File: src/rtl/hero_write_arb_if.sv
`default_nettype none
// +----------------------------------------------------------------------+
// | Module : hero_write_arb_if                                           |
// | Brief  : Bundle of per-channel hero-bus write inputs and the merged  |
// |          hero-bus write output of hero_write_arb.                    |
// | Rev    : 1.0  initial release                                        |
// +----------------------------------------------------------------------+
interface hero_write_arb_if #(
  parameter int NUM_CH     = 4,
  parameter int DATA_WIDTH = 36
);
  localparam int CH_W = (NUM_CH > 1) ? $clog2(NUM_CH) : 1;

  // Per-channel source side
  logic [NUM_CH*4-1:0]          in_cycle_type;
  logic [NUM_CH*DATA_WIDTH-1:0] in_wdat;
  logic [NUM_CH-1:0]            in_clk_en;
  logic [NUM_CH-1:0]            in_ready;

  // Merged output side
  logic [3:0]                   out_cycle_type;
  logic [DATA_WIDTH-1:0]        out_wdat;
  logic                         out_clk_en;
  logic                         out_ready;
  logic [CH_W-1:0]              out_ch;

  // Status
  logic [NUM_CH-1:0]            err_illegal;

  // Sources and downstream sink
  modport master (
    output in_cycle_type, in_wdat, in_clk_en, out_ready,
    input  in_ready, out_cycle_type, out_wdat, out_clk_en, out_ch, err_illegal
  );

  // Arbiter
  modport slave (
    input  in_cycle_type, in_wdat, in_clk_en, out_ready,
    output in_ready, out_cycle_type, out_wdat, out_clk_en, out_ch, err_illegal
  );
endinterface
`default_nettype wire

File: src/rtl/hero_write_arb.sv
`default_nettype none
// +----------------------------------------------------------------------+
// | Module : hero_write_arb                                              |
// | Brief  : N-channel hero-bus write arbiter. Per-channel beat FIFOs    |
// |          feed a transaction-granular round-robin arbiter and a       |
// |          single registered output stage with backpressure.           |
// | Rev    : 1.0  initial release                                        |
// +----------------------------------------------------------------------+
module hero_write_arb #(
  parameter int NUM_CH     = 4,
  parameter int DATA_WIDTH = 36,
  parameter int FIFO_DEPTH = 4
) (
  input wire              clk,
  input wire              rst_n,
  hero_write_arb_if.slave bus
);
  localparam int CH_W  = (NUM_CH > 1) ? $clog2(NUM_CH) : 1;
  localparam int PTR_W = $clog2(FIFO_DEPTH);
  localparam int CNT_W = PTR_W + 1;

  localparam logic [3:0]       CT_IDLE   = 4'd0;
  localparam logic [3:0]       CT_VALID  = 4'd1;
  localparam logic [3:0]       CT_DONE   = 4'd2;
  localparam logic [CNT_W-1:0] C_FULL    = CNT_W'(FIFO_DEPTH);
  localparam logic [CH_W-1:0]  C_LAST_CH = CH_W'(NUM_CH - 1);
  localparam logic [CH_W:0]    C_NUM_CH  = (CH_W + 1)'(NUM_CH);

  typedef enum logic [0:0] {
    ARB_IDLE   = 1'b0,
    ARB_LOCKED = 1'b1
  } arb_state_e;

  // Per-channel FIFO status and head beat ({is_done, wdat})
  logic [NUM_CH-1:0]               w_push;
  logic [NUM_CH-1:0]               w_pop;
  logic [NUM_CH-1:0]               w_nonempty;
  logic [NUM_CH-1:0]               w_ready;
  logic [NUM_CH-1:0]               w_err;
  logic [NUM_CH-1:0][DATA_WIDTH:0] w_head;

  // Arbiter
  arb_state_e          r_state;
  arb_state_e          w_state_nxt;
  logic [CH_W-1:0]     r_rr;
  logic [CH_W-1:0]     w_rr_nxt;
  logic [CH_W-1:0]     r_lock;
  logic [CH_W-1:0]     w_lock_nxt;
  logic [CH_W-1:0]     w_grant;
  logic [CH_W-1:0]     w_grant_inc;
  logic [CH_W-1:0]     w_idx;
  logic [CH_W:0]       w_sum;
  logic                w_load;
  logic                w_pop_en;
  logic [DATA_WIDTH:0] w_head_sel;
  logic                w_head_done;

  // Output stage
  logic                  r_out_vld;
  logic [3:0]            r_out_ct;
  logic [DATA_WIDTH-1:0] r_out_wdat;
  logic [CH_W-1:0]       r_out_ch;

  genvar gi;
  generate
    for (gi = 0; gi < NUM_CH; gi++) begin : g_ch
      logic [3:0]          w_ct;
      logic                w_offer;
      logic [DATA_WIDTH:0] r_mem [FIFO_DEPTH];
      logic [PTR_W-1:0]    r_wptr;
      logic [PTR_W-1:0]    r_rptr;
      logic [CNT_W-1:0]    r_cnt;
      logic                r_err;

      assign w_ct           = bus.in_cycle_type[4*gi +: 4];
      assign w_offer        = bus.in_clk_en[gi] && ((w_ct == CT_VALID) || (w_ct == CT_DONE));
      // Ready depends on occupancy only, so a same-cycle pop never opens the slot early.
      assign w_ready[gi]    = (r_cnt < C_FULL);
      assign w_nonempty[gi] = (r_cnt != '0);
      assign w_push[gi]     = w_offer && w_ready[gi];
      assign w_head[gi]     = r_mem[r_rptr];
      assign w_err[gi]      = r_err;

      // Beat storage; contents are only meaningful below the count, so no reset.
      always_ff @(posedge clk) begin
        if (w_push[gi]) begin
          r_mem[r_wptr] <= {(w_ct == CT_DONE), bus.in_wdat[DATA_WIDTH*gi +: DATA_WIDTH]};
        end
      end

      // Pointers, occupancy and sticky illegal-encoding flag.
      always_ff @(posedge clk or negedge rst_n) begin
        if (!rst_n) begin
          r_wptr <= '0;
          r_rptr <= '0;
          r_cnt  <= '0;
          r_err  <= 1'b0;
        end else begin
          if (w_push[gi]) r_wptr <= r_wptr + 1'b1;
          if (w_pop[gi])  r_rptr <= r_rptr + 1'b1;
          if (w_push[gi] && !w_pop[gi]) begin
            r_cnt <= r_cnt + 1'b1;
          end else if (!w_push[gi] && w_pop[gi]) begin
            r_cnt <= r_cnt - 1'b1;
          end
          if (bus.in_clk_en[gi] && (w_ct > CT_DONE)) r_err <= 1'b1;
        end
      end
    end
  endgenerate

  // The output register accepts a new beat when empty or being drained.
  assign w_load = !r_out_vld || bus.out_ready;

  // Grant: the locked channel, else the first non-empty channel at or after rr.
  always_comb begin
    w_grant  = r_lock;
    w_pop_en = 1'b0;
    w_sum    = '0;
    w_idx    = '0;
    if (r_state == ARB_LOCKED) begin
      w_pop_en = w_load && w_nonempty[r_lock];
    end else begin
      // Walk from farthest to nearest so the nearest non-empty channel wins.
      for (int k = NUM_CH - 1; k >= 0; k--) begin
        w_sum = {1'b0, r_rr} + (CH_W + 1)'(k);
        if (w_sum >= C_NUM_CH) w_sum = w_sum - C_NUM_CH;
        w_idx = w_sum[CH_W-1:0];
        if (w_nonempty[w_idx]) begin
          w_grant  = w_idx;
          w_pop_en = w_load;
        end
      end
    end
  end

  // One-hot pop of the granted channel.
  always_comb begin
    w_pop = '0;
    for (int c = 0; c < NUM_CH; c++) begin
      w_pop[c] = w_pop_en && (w_grant == CH_W'(c));
    end
  end

  assign w_head_sel  = w_head[w_grant];
  assign w_head_done = w_head_sel[DATA_WIDTH];
  assign w_grant_inc = (w_grant == C_LAST_CH) ? '0 : (w_grant + 1'b1);

  // Next state: VALID from idle locks the channel, DONE releases and advances rr.
  always_comb begin
    w_state_nxt = r_state;
    w_rr_nxt    = r_rr;
    w_lock_nxt  = r_lock;
    if (w_pop_en) begin
      if (w_head_done) begin
        w_state_nxt = ARB_IDLE;
        w_rr_nxt    = w_grant_inc;
      end else if (r_state == ARB_IDLE) begin
        w_state_nxt = ARB_LOCKED;
        w_lock_nxt  = w_grant;
      end
    end
  end

  // Arbiter state, round-robin pointer and locked channel.
  always_ff @(posedge clk or negedge rst_n) begin
    if (!rst_n) begin
      r_state <= ARB_IDLE;
      r_rr    <= '0;
      r_lock  <= '0;
    end else begin
      r_state <= w_state_nxt;
      r_rr    <= w_rr_nxt;
      r_lock  <= w_lock_nxt;
    end
  end

  // Output register: load the popped beat, or go empty (IDLE bubble) when nothing pops.
  always_ff @(posedge clk or negedge rst_n) begin
    if (!rst_n) begin
      r_out_vld  <= 1'b0;
      r_out_ct   <= CT_IDLE;
      r_out_wdat <= '0;
      r_out_ch   <= '0;
    end else if (w_load) begin
      if (w_pop_en) begin
        r_out_vld  <= 1'b1;
        r_out_ct   <= w_head_done ? CT_DONE : CT_VALID;
        r_out_wdat <= w_head_sel[DATA_WIDTH-1:0];
        r_out_ch   <= w_grant;
      end else begin
        r_out_vld  <= 1'b0;
        r_out_ct   <= CT_IDLE;
        r_out_wdat <= '0;
        r_out_ch   <= '0;
      end
    end
  end

  assign bus.in_ready       = w_ready;
  assign bus.err_illegal    = w_err;
  assign bus.out_clk_en     = r_out_vld;
  assign bus.out_cycle_type = r_out_ct;
  assign bus.out_wdat       = r_out_wdat;
  assign bus.out_ch         = r_out_ch;

endmodule
`default_nettype wire

File: src/flat_wrapper.sv
// flat-port wrapper written by rule: the top's interface ports become plain ports
module hero_write_arb_flat 
#(
  parameter int NUM_CH     = 4,
  parameter int DATA_WIDTH = 36,
  parameter int FIFO_DEPTH = 4
)
  (clk, rst_n, bus_in_cycle_type, bus_in_wdat, bus_in_clk_en, bus_out_ready, bus_in_ready, bus_out_cycle_type, bus_out_wdat, bus_out_clk_en, bus_out_ch, bus_err_illegal);
  hero_write_arb_if #(.NUM_CH(NUM_CH), .DATA_WIDTH(DATA_WIDTH)) bus_i ();
  input wire clk;
  input wire rst_n;
  input wire logic [$bits(bus_i.in_cycle_type)-1:0] bus_in_cycle_type;
  input wire logic [$bits(bus_i.in_wdat)-1:0] bus_in_wdat;
  input wire logic [$bits(bus_i.in_clk_en)-1:0] bus_in_clk_en;
  input wire logic [$bits(bus_i.out_ready)-1:0] bus_out_ready;
  output wire logic [$bits(bus_i.in_ready)-1:0] bus_in_ready;
  output wire logic [$bits(bus_i.out_cycle_type)-1:0] bus_out_cycle_type;
  output wire logic [$bits(bus_i.out_wdat)-1:0] bus_out_wdat;
  output wire logic [$bits(bus_i.out_clk_en)-1:0] bus_out_clk_en;
  output wire logic [$bits(bus_i.out_ch)-1:0] bus_out_ch;
  output wire logic [$bits(bus_i.err_illegal)-1:0] bus_err_illegal;
  assign bus_i.in_cycle_type = bus_in_cycle_type;
  assign bus_i.in_wdat = bus_in_wdat;
  assign bus_i.in_clk_en = bus_in_clk_en;
  assign bus_i.out_ready = bus_out_ready;
  assign bus_in_ready = bus_i.in_ready;
  assign bus_out_cycle_type = bus_i.out_cycle_type;
  assign bus_out_wdat = bus_i.out_wdat;
  assign bus_out_clk_en = bus_i.out_clk_en;
  assign bus_out_ch = bus_i.out_ch;
  assign bus_err_illegal = bus_i.err_illegal;
  hero_write_arb #(.NUM_CH(NUM_CH), .DATA_WIDTH(DATA_WIDTH), .FIFO_DEPTH(FIFO_DEPTH)) u_core (.clk(clk), .rst_n(rst_n), .bus(bus_i));
endmodule
File: config.mk
export PLATFORM = sky130hd
export DESIGN_NAME = hero_write_arb_flat
export DESIGN_NICKNAME = d
export VERILOG_FILES = /design/src/rtl/hero_write_arb_if.sv /design/src/rtl/hero_write_arb.sv /design/src/flat_wrapper.sv
export SDC_FILE = /design/constraint.sdc
export NUM_CORES = 1
export LEC_CHECK = 0
export ABC_AREA = 1
export CAP_MARGIN = 5
export CELL_PAD_IN_SITES_DETAIL_PLACEMENT = 1
export CELL_PAD_IN_SITES_GLOBAL_PLACEMENT = 2
export CORE_MARGIN = 10
export CORE_UTILIZATION = 36
export CTS_CLUSTER_DIAMETER = 30
export DETAILED_ROUTE_END_ITERATION = 8
export PLACE_DENSITY_LB_ADDON = 0.1
export SYNTH_ARGS = -nofsm -noshare
export SYNTH_HDL_FRONTEND = slang
export SYNTH_SLANG_ARGS = --single-unit
File: constraint.sdc
create_clock -name clk -period 2.9 [get_ports clk]
set_input_delay 0.435 -clock clk [delete_from_list [all_inputs] [get_ports clk]]
set_output_delay 0.435 -clock clk [all_outputs]
set_load 0.01 [all_outputs]
# After elaboration in Yosys (flattened, before gate mapping)
# Memories as Yosys holds them, arrays and structs flattened.
# Index checks and enable logic that the tools add are counted.
classes:
  n_addsub: 24
  order_cmp: 18
  eq_ne: 11
  n_mux: 53
  n_bitwise: 2
  n_reduce_logical: 50
op_table:
  columns: ["operator", "count"]
  rows:
  - ["$bmux 37 s2", 1]
  - ["$mux 37", 1]
  - ["$mux 36", 1]
  - ["$mux 2", 16]
  - ["$logic_and 1x1->1", 25]
  - ["$mux 3", 8]
  - ["$mux 1", 20]
  - ["$add 2x1->2 const B", 9]
  - ["$lt 2x3->1 const B", 6]
  - ["$eq 4x1->1 const B", 4]
  - ["$eq 4x2->1 const B", 4]
  - ["$gt 4x2->1 const B", 4]
  - ["$add 3x1->3 const B", 4]
  - ["$lt 3x3->1 const B", 4]
  - ["$reduce_bool 3->1", 4]
  - ["$sub 3x1->3 const B", 4]
  - ["$bmux 1 s2", 5]
  - ["$ge 3x3->1 const B", 3]
  - ["$logic_not 1->1", 9]
  - ["$reduce_bool 2->1", 4]
  - ["$sub 2x1->2 const B", 4]
  - ["$add 2x2->3 const B", 2]
  - ["$logic_or 1x1->1", 5]
  - ["$eq 2x2->1 const B", 2]
  - ["other kinds (8)", 9]
totals:
  regBits: 80
  mem_bits_rw: 592
  output_inout_bits: 51
  word_cells: 185
  memories: 4
memory_table:
  columns: ["memory", "words", "width", "read_ports", "rd_ports_with_merged_regs", "write_ports", "line_no", "source"]
  rows:
  - ["u_core.g_ch[0].r_mem", 4, 37, 1, 0, 1, "hero_write_arb.sv:69", "logic [DATA_WIDTH:0] r_mem [FIFO_DEPTH];"]
  - ["u_core.g_ch[1].r_mem", 4, 37, 1, 0, 1, "hero_write_arb.sv:69", null]
  - ["u_core.g_ch[2].r_mem", 4, 37, 1, 0, 1, "hero_write_arb.sv:69", null]
  - ["u_core.g_ch[3].r_mem", 4, 37, 1, 0, 1, "hero_write_arb.sv:69", null]

# Longest topological paths before layout
depth:
  ltp_word: 16
  mapped_depth: 24
  mapped_depth_nobuf: 23

# Least setup slack after synthesis
# Ideal clock, no wire load.
synth_path:
  kind: "input to register"
  startpoint: "input bus_in_cycle_type[0]"
  endpoint: "memory u_core.g_ch[0].r_mem[0][0] (netlist bit), enable pin"
  setup_ns: 0.431
  arrival_ns: 2.929
  t_required_ns: 2.469
  path_slack_ns: -0.460
  path_stages: 5
  n_path_buf: 0
  cell_sequence: "nor4_1 nor2_1 nor2_1 inv_1 nor2_1"
synth_between:
  elab_chain_len: 6
  word_cells_on_any_way: 7
synth_rtl:
  columns: ["element", "line_no", "source"]
  rows:
  - ["start: declaration", "flat_wrapper.sv:12", "input wire logic [$bits(bus_i.in_cycle_type)-1:0] bus_in_cycle_type;"]
  - ["$eq 4x1->1 / $eq 4x2->1 (equally long branches)", "hero_write_arb.sv:76", "assign w_offer = bus.in_clk_en[gi] && ((w_ct == CT_VALID) || (w_ct == CT_DONE));"]
  - ["$logic_or 1x1->1 (*)", "hero_write_arb.sv:76", null]
  - ["$logic_and 1x1->1 (*)", "hero_write_arb.sv:76", null]
  - ["$logic_and 1x1->1 (*)", "hero_write_arb.sv:80", "assign w_push[gi] = w_offer && w_ready[gi];"]
  - ["via u_core.w_push[0]", "hero_write_arb.sv:35", "logic [NUM_CH-1:0] w_push;"]
  - ["$mux 1 (*)", "hero_write_arb.sv:86", "if (w_push[gi]) begin"]
  - ["$mux 1 (not written as such) (*)", "hero_write_arb.sv:87", "r_mem[r_wptr] <= {(w_ct == CT_DONE), bus.in_wdat[DATA_WIDTH*gi +: DATA_WIDTH]};"]
  - ["end: declaration", "hero_write_arb.sv:69", null]
# The timed path passes the listed nets; every way through them passes the cells marked *.

# Worst setup path in the final report
layout_path:
  startpoint: "register u_core.r_rr[0]"
  endpoint: "register u_core.g_ch[2].r_cnt[1]"
layout_between:
  elab_chain_len: 16
  word_cells_on_any_way: 44
layout_rtl:
  columns: ["element", "line_no", "source"]
  rows:
  - ["start: declaration", "hero_write_arb.sv:45", "logic [CH_W-1:0] r_rr;"]
  - ["start signal: assignment", "hero_write_arb.sv:173", "r_rr <= w_rr_nxt;"]
  - ["$add 2x2->3", "hero_write_arb.sv:126", "w_sum = {1'b0, r_rr} + (CH_W + 1)'(k);"]
  - ["$ge 3x3->1 / $sub 2x1->2 (equally long branches)", "hero_write_arb.sv:127", "if (w_sum >= C_NUM_CH) w_sum = w_sum - C_NUM_CH;"]
  - ["$mux 2", "hero_write_arb.sv:127", null]
  - ["$mux 2", "hero_write_arb.sv:121", "if (r_state == ARB_LOCKED) begin"]
  - ["$bmux 1 s2", "hero_write_arb.sv:129", "if (w_nonempty[w_idx]) begin"]
  - ["$mux 1 (not written as such)", "hero_write_arb.sv:129", null]
  - ["$mux 2 (4 in a row)", "hero_write_arb.sv:129", null]
  - ["$mux 2", "hero_write_arb.sv:121", null]
  - ["$eq 2x2->1", "hero_write_arb.sv:141", "w_pop[c] = w_pop_en && (w_grant == CH_W'(c));"]
  - ["$logic_and 1x1->1 (*)", "hero_write_arb.sv:141", null]
  - ["$logic_not 1->1", "hero_write_arb.sv:101", "if (w_push[gi] && !w_pop[gi]) begin"]
  - ["$logic_and 1x1->1", "hero_write_arb.sv:101", null]
  - ["$mux 3 / $reduce_bool 2->1 (equally long branches)", null, null]
  - ["end signal: assignment", "hero_write_arb.sv:102", "r_cnt <= r_cnt + 1'b1;"]
  - ["end signal: assignment", "hero_write_arb.sv:104", "r_cnt <= r_cnt - 1'b1;"]
  - ["end: declaration", "hero_write_arb.sv:72", "logic [CNT_W-1:0] r_cnt;"]
# Mark *: on every way between the ends. The rest lies on a longest branch, timed or not. The select of a mux whose other input is x is not followed.
# A chain may end at the register's enable or synchronous reset.

==> results.cfg <==
[synth]
yosysWarnings = 0
ys_seq_elements = 670
synthAdderAreaFrac_pct = 1.23
synth-simple-area-share_pct = 10.3
synth_commonest_cells = edfxtp_1 (592), nand2_1 (287), nor2_1 (282)
synth_mux_area_share_pct = 0.168
yosysSeqAreaShare_pct = 73.7
synth_top_family_by_area = compound AO/OA/AOI/OAI gates
ys.flop_type = edfxtp_1
synth_compound_area_share_pct = 10.9
async_reset_ff_share_pct = 11.6
yosysMostFrequentCell = edfxtp_1
avgSynthCellArea_sq_um = 12.7
synth_xor_area_share_pct = 0.655
synth_top_area_share_pct = 66.4
yosysUniqueCellTypes = 37
synth_edf_count = 592
postSynthCellCount = 2107
syn_area_sq_mm = 0.0268
ys_top_cells_by_area = edfxtp_1 (66%), dfrtp_1 (7.3%), o21ai_0 (5.0%)
yosysTopAreaCell = edfxtp_1

[status]
status = finished clean

[drt]
routed_wl_um = 86000
drc = 0
drtAntennaViolNets = 0
wl_per_cell_um = 24.4
drtIter0Drc = 1386
via_count = 18300
drt_pass1_iterations = 5
vias_per_cell = 5.18

[timing]
slew-limit-headroom_pct = 48.2
clock-skew-final_ps = 39.8
timing.final.crit_share_pct = 98.0
fin_tns_setup_ps = 0
rsz0062_at_grt = yes
setup_viol = 0
fin_ws_ps = 57.6
layout_min_cycle_time_ps = 2840
final_hold_viol_count = 0
timing.hold.ws_ps = 357
drv_slew = 0
worstMarginPinSlew_ps = 778
fmax_ghz = 0.352

[placed_design]
dp_slack_ps = -94.6
post-dp-hpwl_um = 56700
port_buffers = 215
place.gp.congestion = 0.815

[clock_network]
ctsHtreeMaxLevel = 4
clock_sinks = 670
cts_buffers = 149
clk_pin_slew_ps = 50
clockRootBuffer = clkbuf_16
insertion_delay_ps = 720
clock_path_buffers = 3
cts_tree = done

[grt]
grt_pass1_vias = 19600
grt_max_degree = 77
grt_pass1_wl_um = 126000
overflow = 0
antenna_found_initial = 1
grtUsageTotal_pct = 19.8

[floorplan]
fp.dieH_um = 293
start_util_pct = 36.5
die-area_sq_mm = 0.0856
std_cell_rows = 99
dieWidth_um = 293
io_pins = 218
coreArea_sq_mm = 0.0733

[setup_path]
path_class = reg2reg
critical_path_arrival_ps = 3430
reg2reg_from = u_core.r_rr[0]
reg2reg_to = u_core.g_ch[2].r_cnt[1]
reg2reg_slack_ps = 60
r2r_cells = 14
cp_max_fo = 8
worstPathRequired_ps = 3480
cp-start-kind = flop
cp-end-kind = flop

[finish]
finalNetCount = 2644
area_growth_pct = 34.3
layout-drive-gt1-share_pct = 16.1

[min_path]
hold_class = in2async

[power_and_ir_drop]
ir_worst_vdd_mv = 0.663
power.leakage_uw = 0.0128
power.density_mw_per_mm2 = 1190

[job]
cap_violations = 0
[what timing repair did]
action                                 4_1_cts  5_1_grt
buffers inserted                             0        6
gates resized for setup                      3       51
setup endpoints to repair                    4       20
pin swaps                                    0       12
hold buffers                                 1        0
endpoints found under the hold margin       49        0
[worst max-delay path by stage]
stage                                 start                         end  slack, ps  cells past startpoint
global route                 u_core.r_rr[0]     u_core.g_ch[2].r_cnt[1]        -80                     14
finish                       u_core.r_rr[0]     u_core.g_ch[2].r_cnt[1]         60                     14
floorplan              bus_in_cycle_type[0]  u_core.g_ch[0].r_mem[0][0]       -460                      5
CTS                 u_core.g_ch[1].r_cnt[0]     u_core.g_ch[1].r_cnt[1]         10                     18
detailed placement     bus_in_cycle_type[9]     u_core.g_ch[2].r_cnt[2]        -90                     11
global placement    u_core.g_ch[2].r_cnt[1]     u_core.g_ch[0].r_cnt[2]         30                     20
[critical path, cell delays in order (launching register included)]
cell and delay, ps:
dfrtp_2 480, clkinv_4 110, nand2_2 60, nand2_2 90, nand3_2 100, nand2_1 80, nand3_1 70, nand3_1 80
nand3_1 110, a21oi_2 380, nand3_2 140, ha_1 230, inv_1 100, fa_1 420, mux2_2 270
[placed cells by master (no fill, tap or decap), types with 10 or more instances in the layout]
master | netlist | layout
clkinvlp_4 | 0 | 11
inv_1 | 57 | 48
inv_2 | 6 | 13
nor2_1 | 282 | 258
clkdlybuf4s50_1 | 0 | 214
o211ai_1 | 10 | 10
clkinv_1 | 0 | 26
nand3_2 | 5 | 18
ha_1 | 20 | 19
a32o_1 | 30 | 30
o22ai_1 | 118 | 118
clkinv_2 | 0 | 17
buf_12 | 0 | 29
bufinv_16 | 0 | 13
buf_4 | 10 | 79
clkbuf_16 | 0 | 151
edfxtp_1 | 592 | 592
nor2_4 | 0 | 23
o21ai_0 | 270 | 268
xor2_1 | 16 | 16
clkinv_4 | 0 | 13
nand2_1 | 287 | 280
a21oi_1 | 71 | 70
nand3_1 | 89 | 76
dfrtp_1 | 78 | 74
clkbuf_1 | 97 | 22
[routing by layer]
metal | global-route usage, % | vias up | share of wire (%)
met2 | 33.6 | 436 | 50
li1 | - | 8414 | -
met5 | 0 | - | 0
met4 | 8.25 | 0 | 3.4
met3 | 3.94 | 140 | 4.4
met1 | 24.4 | 9293 | 42
[per-stage QoR]
step           instance area, sq um  total power [uW]  instances  utilization, %
2_1_floorplan                 26800             19700       2108               -
6_report                      35900             42800       3531            49.0
3_5_place_dp                  30800             26600       3254            42.0
4_1_cts                       35700             43000       3524            48.7
5_1_grt                       35900             45200       3530            49.0
3_3_place_gp                  30800             26300       3254            42.0
[registers in the layout, summed over array words and instances, names as in the netlist, 2 cells and up]
register / flops
u_core.g_ch.r_rptr: 8
u_core.r_rr: 2
u_core.g_ch.r_cnt: 12
u_core.g_ch.r_wptr: 8
u_core.g_ch.r_err: 4
u_core.bus.out_wdat: 36
u_core.bus.out_ch: 2
u_core.r_lock: 2
u_core.bus.out_cycle_type: 2
u_core.g_ch.r_mem: 592
[final cells by class]
cell class                 count  area [sq um]
timing repair buffer         324          3340
fill                        7336         37400
sequential                   670         19700
clock inverter                94          1010
multi-input combinational   1244          6520
inverter                      64           250
antenna                        1          2.50
tap                          959          1200
clock buffer                 175          3890
[kinds of logic after synthesis]
logic type,count (synthesis)
XOR/XNOR,20
flip-flops,670
AO/OA/AOI/OAI,513
multiplexers,4
adder cells (fa/ha/maj),24
other,1
buffers and inverters,194
AND/OR/NAND/NOR,681
[power by group]
part           total [uW]  switching, uW  internal (uW)
registers           11900            619          11300
clock network       16100           5380          10700
logic               14700           9910           4840
Note: power is estimated with default switching activity, not from simulation.
